## src/rtl/mask_encoder_if.sv

```systemverilog
// Handshake bundle for mask_encoder: mask input channel, index output channel and status.
interface mask_encoder_if #(
    parameter int IDX_W = 3,
    parameter int WIDTH = 2 ** IDX_W
);
    logic               in_valid;
    logic               in_ready;
    logic [WIDTH-1:0]   in_mask;
    logic               out_valid;
    logic               out_ready;
    logic [IDX_W-1:0]   out_idx;
    logic [WIDTH-1:0]   out_onehot;
    logic               out_last;
    logic [IDX_W:0]     pending_cnt;

    modport master (
        output in_valid, in_mask, out_ready,
        input  in_ready, out_valid, out_idx, out_onehot, out_last, pending_cnt
    );

    modport slave (
        input  in_valid, in_mask, out_ready,
        output in_ready, out_valid, out_idx, out_onehot, out_last, pending_cnt
    );
endinterface

```

## src/rtl/mask_encoder.sv

```systemverilog
// Sequential mask-to-index encoder: emits the index of each set bit of an accepted
// mask, lowest first, one per output handshake.
module mask_encoder #(
    parameter int IDX_W = 3,
    parameter int WIDTH = 8
) (
    input  logic          clk,
    input  logic          rst,
    mask_encoder_if.slave bus
);
    typedef enum logic {IDLE, EMIT} state_t;

    state_t             state, state_nxt;
    logic [WIDTH-1:0]   pending, pending_nxt;
    logic [WIDTH-1:0]   onehot;
    logic [IDX_W-1:0]   idx;
    logic [IDX_W:0]     cnt;
    logic               last;
    logic               in_ready_i;

    always_ff @(posedge clk) begin
        if (rst) begin
            state   <= IDLE;
            pending <= '0;
        end else begin
            state   <= state_nxt;
            pending <= pending_nxt;
        end
    end

    // All outputs derive from registered state only; rst merely masks in_ready.
    always_comb begin
        idx = '0;
        for (int i = WIDTH - 1; i >= 0; i--)
            if (pending[i]) idx = IDX_W'(i);
        cnt = '0;
        for (int i = 0; i < WIDTH; i++)
            cnt = cnt + (IDX_W + 1)'(pending[i]);
    end

    assign onehot     = pending & (~pending + WIDTH'(1));
    assign last       = (state == EMIT) && (pending != '0) && ((pending & (pending - WIDTH'(1))) == '0);
    assign in_ready_i = (state == IDLE) && !rst;

    always_comb begin
        state_nxt   = state;
        pending_nxt = pending;
        case (state)
            IDLE: begin
                // A zero mask is consumed without producing any output.
                if (bus.in_valid && in_ready_i && (bus.in_mask != '0)) begin
                    pending_nxt = bus.in_mask;
                    state_nxt   = EMIT;
                end
            end
            EMIT: begin
                if (bus.out_ready) begin
                    pending_nxt = pending & ~onehot;
                    if (last) state_nxt = IDLE;
                end
            end
            default: state_nxt = IDLE;
        endcase
    end

    assign bus.in_ready    = in_ready_i;
    assign bus.out_valid   = (state == EMIT);
    assign bus.out_idx     = idx;
    assign bus.out_onehot  = onehot;
    assign bus.out_last    = last;
    assign bus.pending_cnt = cnt;
endmodule

```

## src/flat_wrapper.sv

```systemverilog
// flat-port wrapper written by rule: the top's interface ports become plain ports
module mask_encoder_flat 
#(
    parameter int IDX_W = 3,
    parameter int WIDTH = 8
)
  (clk, rst, bus_in_valid, bus_in_mask, bus_out_ready, bus_in_ready, bus_out_valid, bus_out_idx, bus_out_onehot, bus_out_last, bus_pending_cnt);
  mask_encoder_if #(.IDX_W(IDX_W), .WIDTH(WIDTH)) bus_i ();
  input  logic clk;
  input  logic rst;
  input wire logic [$bits(bus_i.in_valid)-1:0] bus_in_valid;
  input wire logic [$bits(bus_i.in_mask)-1:0] bus_in_mask;
  input wire logic [$bits(bus_i.out_ready)-1:0] bus_out_ready;
  output wire logic [$bits(bus_i.in_ready)-1:0] bus_in_ready;
  output wire logic [$bits(bus_i.out_valid)-1:0] bus_out_valid;
  output wire logic [$bits(bus_i.out_idx)-1:0] bus_out_idx;
  output wire logic [$bits(bus_i.out_onehot)-1:0] bus_out_onehot;
  output wire logic [$bits(bus_i.out_last)-1:0] bus_out_last;
  output wire logic [$bits(bus_i.pending_cnt)-1:0] bus_pending_cnt;
  assign bus_i.in_valid = bus_in_valid;
  assign bus_i.in_mask = bus_in_mask;
  assign bus_i.out_ready = bus_out_ready;
  assign bus_in_ready = bus_i.in_ready;
  assign bus_out_valid = bus_i.out_valid;
  assign bus_out_idx = bus_i.out_idx;
  assign bus_out_onehot = bus_i.out_onehot;
  assign bus_out_last = bus_i.out_last;
  assign bus_pending_cnt = bus_i.pending_cnt;
  mask_encoder #(.IDX_W(IDX_W), .WIDTH(WIDTH)) u_core (.clk(clk), .rst(rst), .bus(bus_i));
endmodule
```

## config.mk

```make
export PLATFORM = sky130hd
export DESIGN_NAME = mask_encoder_flat
export DESIGN_NICKNAME = d
export VERILOG_FILES = /design/src/rtl/mask_encoder_if.sv /design/src/rtl/mask_encoder.sv /design/src/flat_wrapper.sv
export SDC_FILE = /design/constraint.sdc
export NUM_CORES = 1
export LEC_CHECK = 0
export ABC_CLOCK_PERIOD_IN_PS = 8650
export CORE_MARGIN = 1.5
export CORE_UTILIZATION = 48
export DETAILED_ROUTE_END_ITERATION = 10
export PLACE_DENSITY = 0.84
export SLEW_MARGIN = 10
export SYNTH_ARGS = -nofsm -noshare
export SYNTH_HDL_FRONTEND = slang
export SYNTH_SLANG_ARGS = --single-unit
```

## constraint.sdc

```tcl
create_clock -name clk -period 8.65 [get_ports clk]
set_input_delay 1.73 -clock clk [delete_from_list [all_inputs] [get_ports clk]]
set_output_delay 1.73 -clock clk [all_outputs]
set_load 0.02 [all_outputs]
```

==> summary.txt, run 1 <==
Vias in the first global route - 815
First-pass GRT wire length - 3550 um
Mapped cell area - 891 um2
Worst min-delay path startpoint - u_core.pending[1]
Post-synthesis sequential element count - 9
Peak Freq - 0.184 GHz
Number of flops mapped to enable cells by yosys - 0
CTS root buf - clkbuf_4
Reg-to-Reg End - u_core.bus.out_valid
Routing usage on met2 - 35.6%
IO Count - 30
Worst Slack Setup Final - 3220 ps
Top cell by count, worst path - inv_1
Diodes inserted - 0
Clk sinks - 9
Reg2reg start - u_core.pending[0]
Final Skew - 3.39 ps
TritonCTS buffer count - 3
Grt total ovfl - 0
Cts hold-fix bufs - 0
Total power - 0.174 mW
Net Sw Frac - 39.5%
Worst setup SP type - flop
Worst-Skew Late Latency - 270 ps
Core area - 1730 um2
Antenna violations before repair - 0
Die Width - 46.1 um
Cell count after synthesis - 108
HP Class - reg2reg
RSZ-0062 raised after global routing - false
Worst path slowest cell - clkdlybuf4s50_1
Vias per cell - 5.50
Net Count, Synth - 129
Actual slew at the worst max-slew pin - 566 ps
HPWL after DPL - 1740 um
Worst Path Max Fanout - 8
Endpoint, Worst Hold - u_core.pending[1]
Total track usage - 22.9%
Final Cycle Share - 62.8%
Fin. max-slew vios - 0
Port Buffer Count - 29
Distinct cell type count after synthesis - 39
Req. time, crit path - 6920 ps
Initial DRC count - 20
Routed wire length - 2150 um
Leakage - 0.450 nW
CP endpoint kind - primary output
Avg Cell Area, Syn - 8.25 um2
PwrDens - 148 nW/um2
Met1 GRT Util - 30.9%
Largest net degree at the start of global routing - 13
Most frequent cells in the layout - clkdlybuf4s50_1, inv_1, dfxtp_1, nor2_1
Die area - 2120 um2
Post-cts resize count - 0
Slew margin rel. - 61.7%
Initial Utilization - 51.6%
Leading area contributor after synthesis - dfxtp_1
Setup WS pre-CTS - 3490 ps
Clock Path Buffers - 2
# setup viols final - 0
DR DRC count - 0
Worst EP arrival - 3700 ps
Final hold viol count - 0
Clock-pin slew on the worst setup and hold paths - 60 ps
Worst hold stages - 2
GPL Wtd Cong - 0.857
R2r setup slk - 6440 ps
Htree depth - 1
Top-area cell type share of the netlist area - 20.2%
Pre-Repair DR Iteration Count - 4
Status - complete, no violations
Max incr delay on CP - 590 ps
P&R area growth vs syn - 31.5%
Met3 track demand over resource - 7.84%
Post-CTS setup buffer count - 0
Per-cell routed wire length - 13.5 um
VDD IR-drop max - 0.0000927 V
Sequential Power Share - 30.1%
Clk pwr share - 19.4%
Layout cells sized above 1 - 4.48%
Ys async rst share - 0%
Top FF cell, synth - dfxtp_1
Commonest non-fill, non-tap cell in the layout - clkdlybuf4s50_1
Tmin final - 5430 ps
Reg2reg path depth - 6
Remaining antenna violation count - 0
Top post-synthesis cells by area - dfxtp_1, fa_1, ha_1, inv_1, buf_6
Std-Cell Rows - 15
Kind of critical path - reg2out
Psw - 0.0687 mW
Hold_ws - 630 ps
DR vias - 875
Die height - 46.1 um
Register area share after synthesis - 20.2%
Max-Cap Viols - 0
CP Cell Sequence - inv_1, ha_1, inv_1, fa_1, fa_1, inv_1, fa_1, inv_1, fa_1, inv_1, clkdlybuf4s50_1
Internal power - 0.105 mW
GRT busiest layer - met2
CTS tree - built
Final net count - 156
Syn. warnings - 0
Logic pwr share - 50.5%
TNS Setup - 0 ps
[cells by family (layout without fill, tap and decap cells)]
kind of cell,after synthesis,count (layout),share of synthesized area [%]
simple gates,39,39,24.7
compound gates,26,26,21.9
buf+inv,22,48,13.9
fa+ha+maj,9,9,16.0
flops,9,9,20.2
mux,2,2,2.25
xor+xnor,1,1,0.983
[cell type report]
cell class              count  area (um2)
clock buffers               4        26.3
flip-flops and latches      9         180
well taps                  25        31.3
inverters                  15        56.3
fillers                   151         556
multi-input cells          77         587
repair buffers             29         290
[how the worst max path moves through the flow]
stage	slack, ps	endpoint	start	cells after the start
finish	3220	bus_pending_cnt[1]	u_core.pending[0]	11
global route	3050	bus_pending_cnt[1]	u_core.pending[0]	11
CTS	3200	bus_pending_cnt[1]	u_core.pending[0]	11
detailed placement	3490	bus_pending_cnt[1]	u_core.pending[0]	11
global placement	3640	bus_pending_cnt[1]	u_core.pending[0]	11
floorplan	4170	bus_pending_cnt[1]	u_core.pending[0]	10
[cells in the mapped netlist, types with 2 or more instances]
cell	number
nor3_1	3
nor4b_1	3
nand2_1	6
nor2b_1	3
nand3_1	2
inv_1	15
and2_1	2
a21oi_1	6
nor4_1	4
fa_1	4
a221oi_1	2
o21ai_0	2
ha_1	5
nor2_1	7
mux2i_1	2
nand2b_1	3
nor3b_1	2
buf_4	2
a211oi_1	2
dfxtp_1	9
a221o_1	2
buf_6	3
a31oi_1	3
[power groups by stage]
stage	registers (mW)	logic, mW	clock network, mW
final	0.0523	0.0878	0.0337
after detailed placement	0.0532	0.0878	0
after CTS	0.0522	0.0882	0.0350
after floorplan	0.0496	0.0599	0
after global routing	0.0531	0.0960	0.0361
after global placement	0.0526	0.0868	0
[registers in the layout (all words and copies together), names as in the netlist]
register and flops:
u_core.bus.out_valid 1, u_core.pending 8
[stage by stage]
step / cell area (um2) / util, % / instances
finish: 1170 / 67.8 / 159
global route: 1170 / 67.8 / 159
CTS: 1170 / 67.8 / 159
detailed placement: 1140 / 66.3 / 155
global placement: 1140 / 66.3 / 155
floorplan: 891 / - / 108
[worst max-delay path, delay by kind of cell (launching register included)]
kind,cells,cell delay (ps)
adder cells (fa/ha/maj),5,2010
buffers and inverters,6,970
flip-flops,1,460
[layer usage]
layer	share of wire (%)	up-vias	wire (um)
met5	0	-	0
met4	1.2	0	25
met3	6.4	4	137
met2	49	30	1060
met1	43	404	931
li1	-	437	-
Power figures use the tool's default switching activity.
==> run 2, diff against run 1 <==
ABC_CLOCK_PERIOD_IN_PS = 5220   (was 8650)
CORE_UTILIZATION = 45   (was 48)
PLACE_DENSITY = 0.79   (was 0.84)
clock period = 5.22 ns   (was 8.65 ns; I/O delays follow)
==> run 2 against run 1 <==
  * Worst hold slack improved by 2.7 ps
  * Sequential cell count unchanged
  * Die area increased by 6.2%
  * First-iteration DRC count rose by 70%
  * Critical endpoint unchanged
==> summary.txt, run 2 (same netlist as run 1, synthesis figures left out) <==
VDD IR-drop max - 0.000185 V
Remaining antenna violation count - 0
P&R area growth vs syn - 31.5%
Max-Cap Viols - 0
HPWL after DPL - 1770 um
Htree depth - 1
Core area - 1780 um2
IO Count - 30
Psw - 0.112 mW
Biggest register - u_core.pending
Worst Path Max Fanout - 8
Total track usage - 22.0%
Cts hold-fix bufs - 0
Tmin final - 4730 ps
Post-CTS setup buffer count - 0
Final Cycle Share - 90.7%
Routed met1 length - 971 um
Top cell by count, worst path - inv_1
Vias in the first global route - 748
Logic pwr share - 51.3%
CP Cell Sequence - inv_1, ha_1, inv_1, fa_1, fa_1, inv_1, fa_1, inv_1, fa_1, inv_1, clkdlybuf4s50_1
Finished Layout Cells - 159
Kind of critical path - reg2out
Post-layout util - 65.7%
Worst Slack Setup Final - 486 ps
Clk sinks - 9
Total power - 0.287 mW
Most frequent cells in the layout - clkdlybuf4s50_1, inv_1, dfxtp_1, nor2_1
Fillers - 157
Leakage - 0.450 nW
Initial Utilization - 50.0%
Worst EP arrival - 3690 ps
Status - complete, no violations
Final Skew - 0.862 ps
Hold_ws - 632 ps
Pre-Repair DR Iteration Count - 6
Net Sw Frac - 39.2%
Initial DRC count - 34
Worst setup SP type - flop
Vias per cell - 5.57
Setup WS pre-CTS - 776 ps
Die height - 47.5 um
DR vias - 886
Per-cell routed wire length - 13.8 um
Req. time, crit path - 4180 ps
Die Width - 47.5 um
Final hold viol count - 0
Port Buffer Count - 29
Std-Cell Rows - 15
CTS root buf - clkbuf_4
Max FFs per register - 8
GPL Wtd Cong - 0.834
Layout cells sized above 1 - 4.48%
Peak Freq - 0.211 GHz
Sequential Power Share - 30.2%
Met2 wire len - 1030 um
First-pass GRT wire length - 3470 um
CP endpoint kind - primary output
HP Class - reg2reg
Post-Place Cells - 155
Slew margin rel. - 56.4%
Die area - 2260 um2
Fin. max-slew vios - 0
DR WL met3 - 178 um
Fin area - 1170 um2
Clock Path Buffers - 2
Clock-pin slew on the worst setup and hold paths - 60 ps
Max incr delay on CP - 600 ps
RSZ-0062 raised after global routing - false
Routed wire length - 2190 um
DR DRC count - 0
Max layer used - met4
Antenna violations before repair - 0
Worst path slowest cell - clkdlybuf4s50_1
# setup viols final - 0
CTS tree - built
Post-DP Area - 1140 um2
Diodes inserted - 0
PwrDens - 245 nW/um2
Clk pwr share - 18.5%
Worst-Skew Late Latency - 260 ps
TNS Setup - 0 ps
Commonest non-fill, non-tap cell in the layout - clkdlybuf4s50_1
Internal power - 0.174 mW
Largest net degree at the start of global routing - 13
TritonCTS buffer count - 3
Post-cts resize count - 0
Actual slew at the worst max-slew pin - 644 ps
Grt total ovfl - 0
Final net count - 156
==> run 2: cell counts in the layout (fill, tap and decap cells not counted) <==
No cell type changed its count.
==> run 2: worst paths after layout <==
path	slack, ps	cells past startpoint	from	to
setup reg to reg	2950	6	u_core.pending[0]	u_core.bus.out_valid
setup / recovery	490	11	u_core.pending[0]	bus_pending_cnt[1]
hold / removal	630	2	u_core.pending[1]	u_core.pending[1]
hold reg to reg	630	2	u_core.pending[1]	u_core.pending[1]
==> run 2: per-layer routing <==
layer,vias to the layer above,global-route usage [%]
met1,404,31.1
li1,439,-
met2,41,33.8
met4,0,4.44
met5,-,0
met3,2,6.04
==> run 2: cell type report <==
cell class | count | area (um2) | area share (%)
multi-input combinational | 77 | 587 | 50.1
timing repair buffer | 29 | 290 | 24.8
sequential | 9 | 180 | 15.4
inverter | 15 | 56.3 | 4.81
tap | 25 | 31.3 | 2.67
clock buffer | 4 | 26.3 | 2.24
==> run 2: power groups by stage <==
| stage | logic [mW] | clock network (mW) | registers (mW) |
|---|---|---|---|
| detailed placement | 0.146 | 0 | 0.0879 |
| floorplan | 0.0992 | 0 | 0.0822 |
| global placement | 0.144 | 0 | 0.0875 |
| CTS | 0.147 | 0.0557 | 0.0864 |
| finish | 0.147 | 0.0531 | 0.0865 |
| global route | 0.161 | 0.0595 | 0.0879 |
==> run 2: critical path: cells and delay by family, from the launching register on <==
family                     cells  cell delay (ps)
buffers and inverters          6             1000
adders and majority gates      5             1990
DFF                            1              450
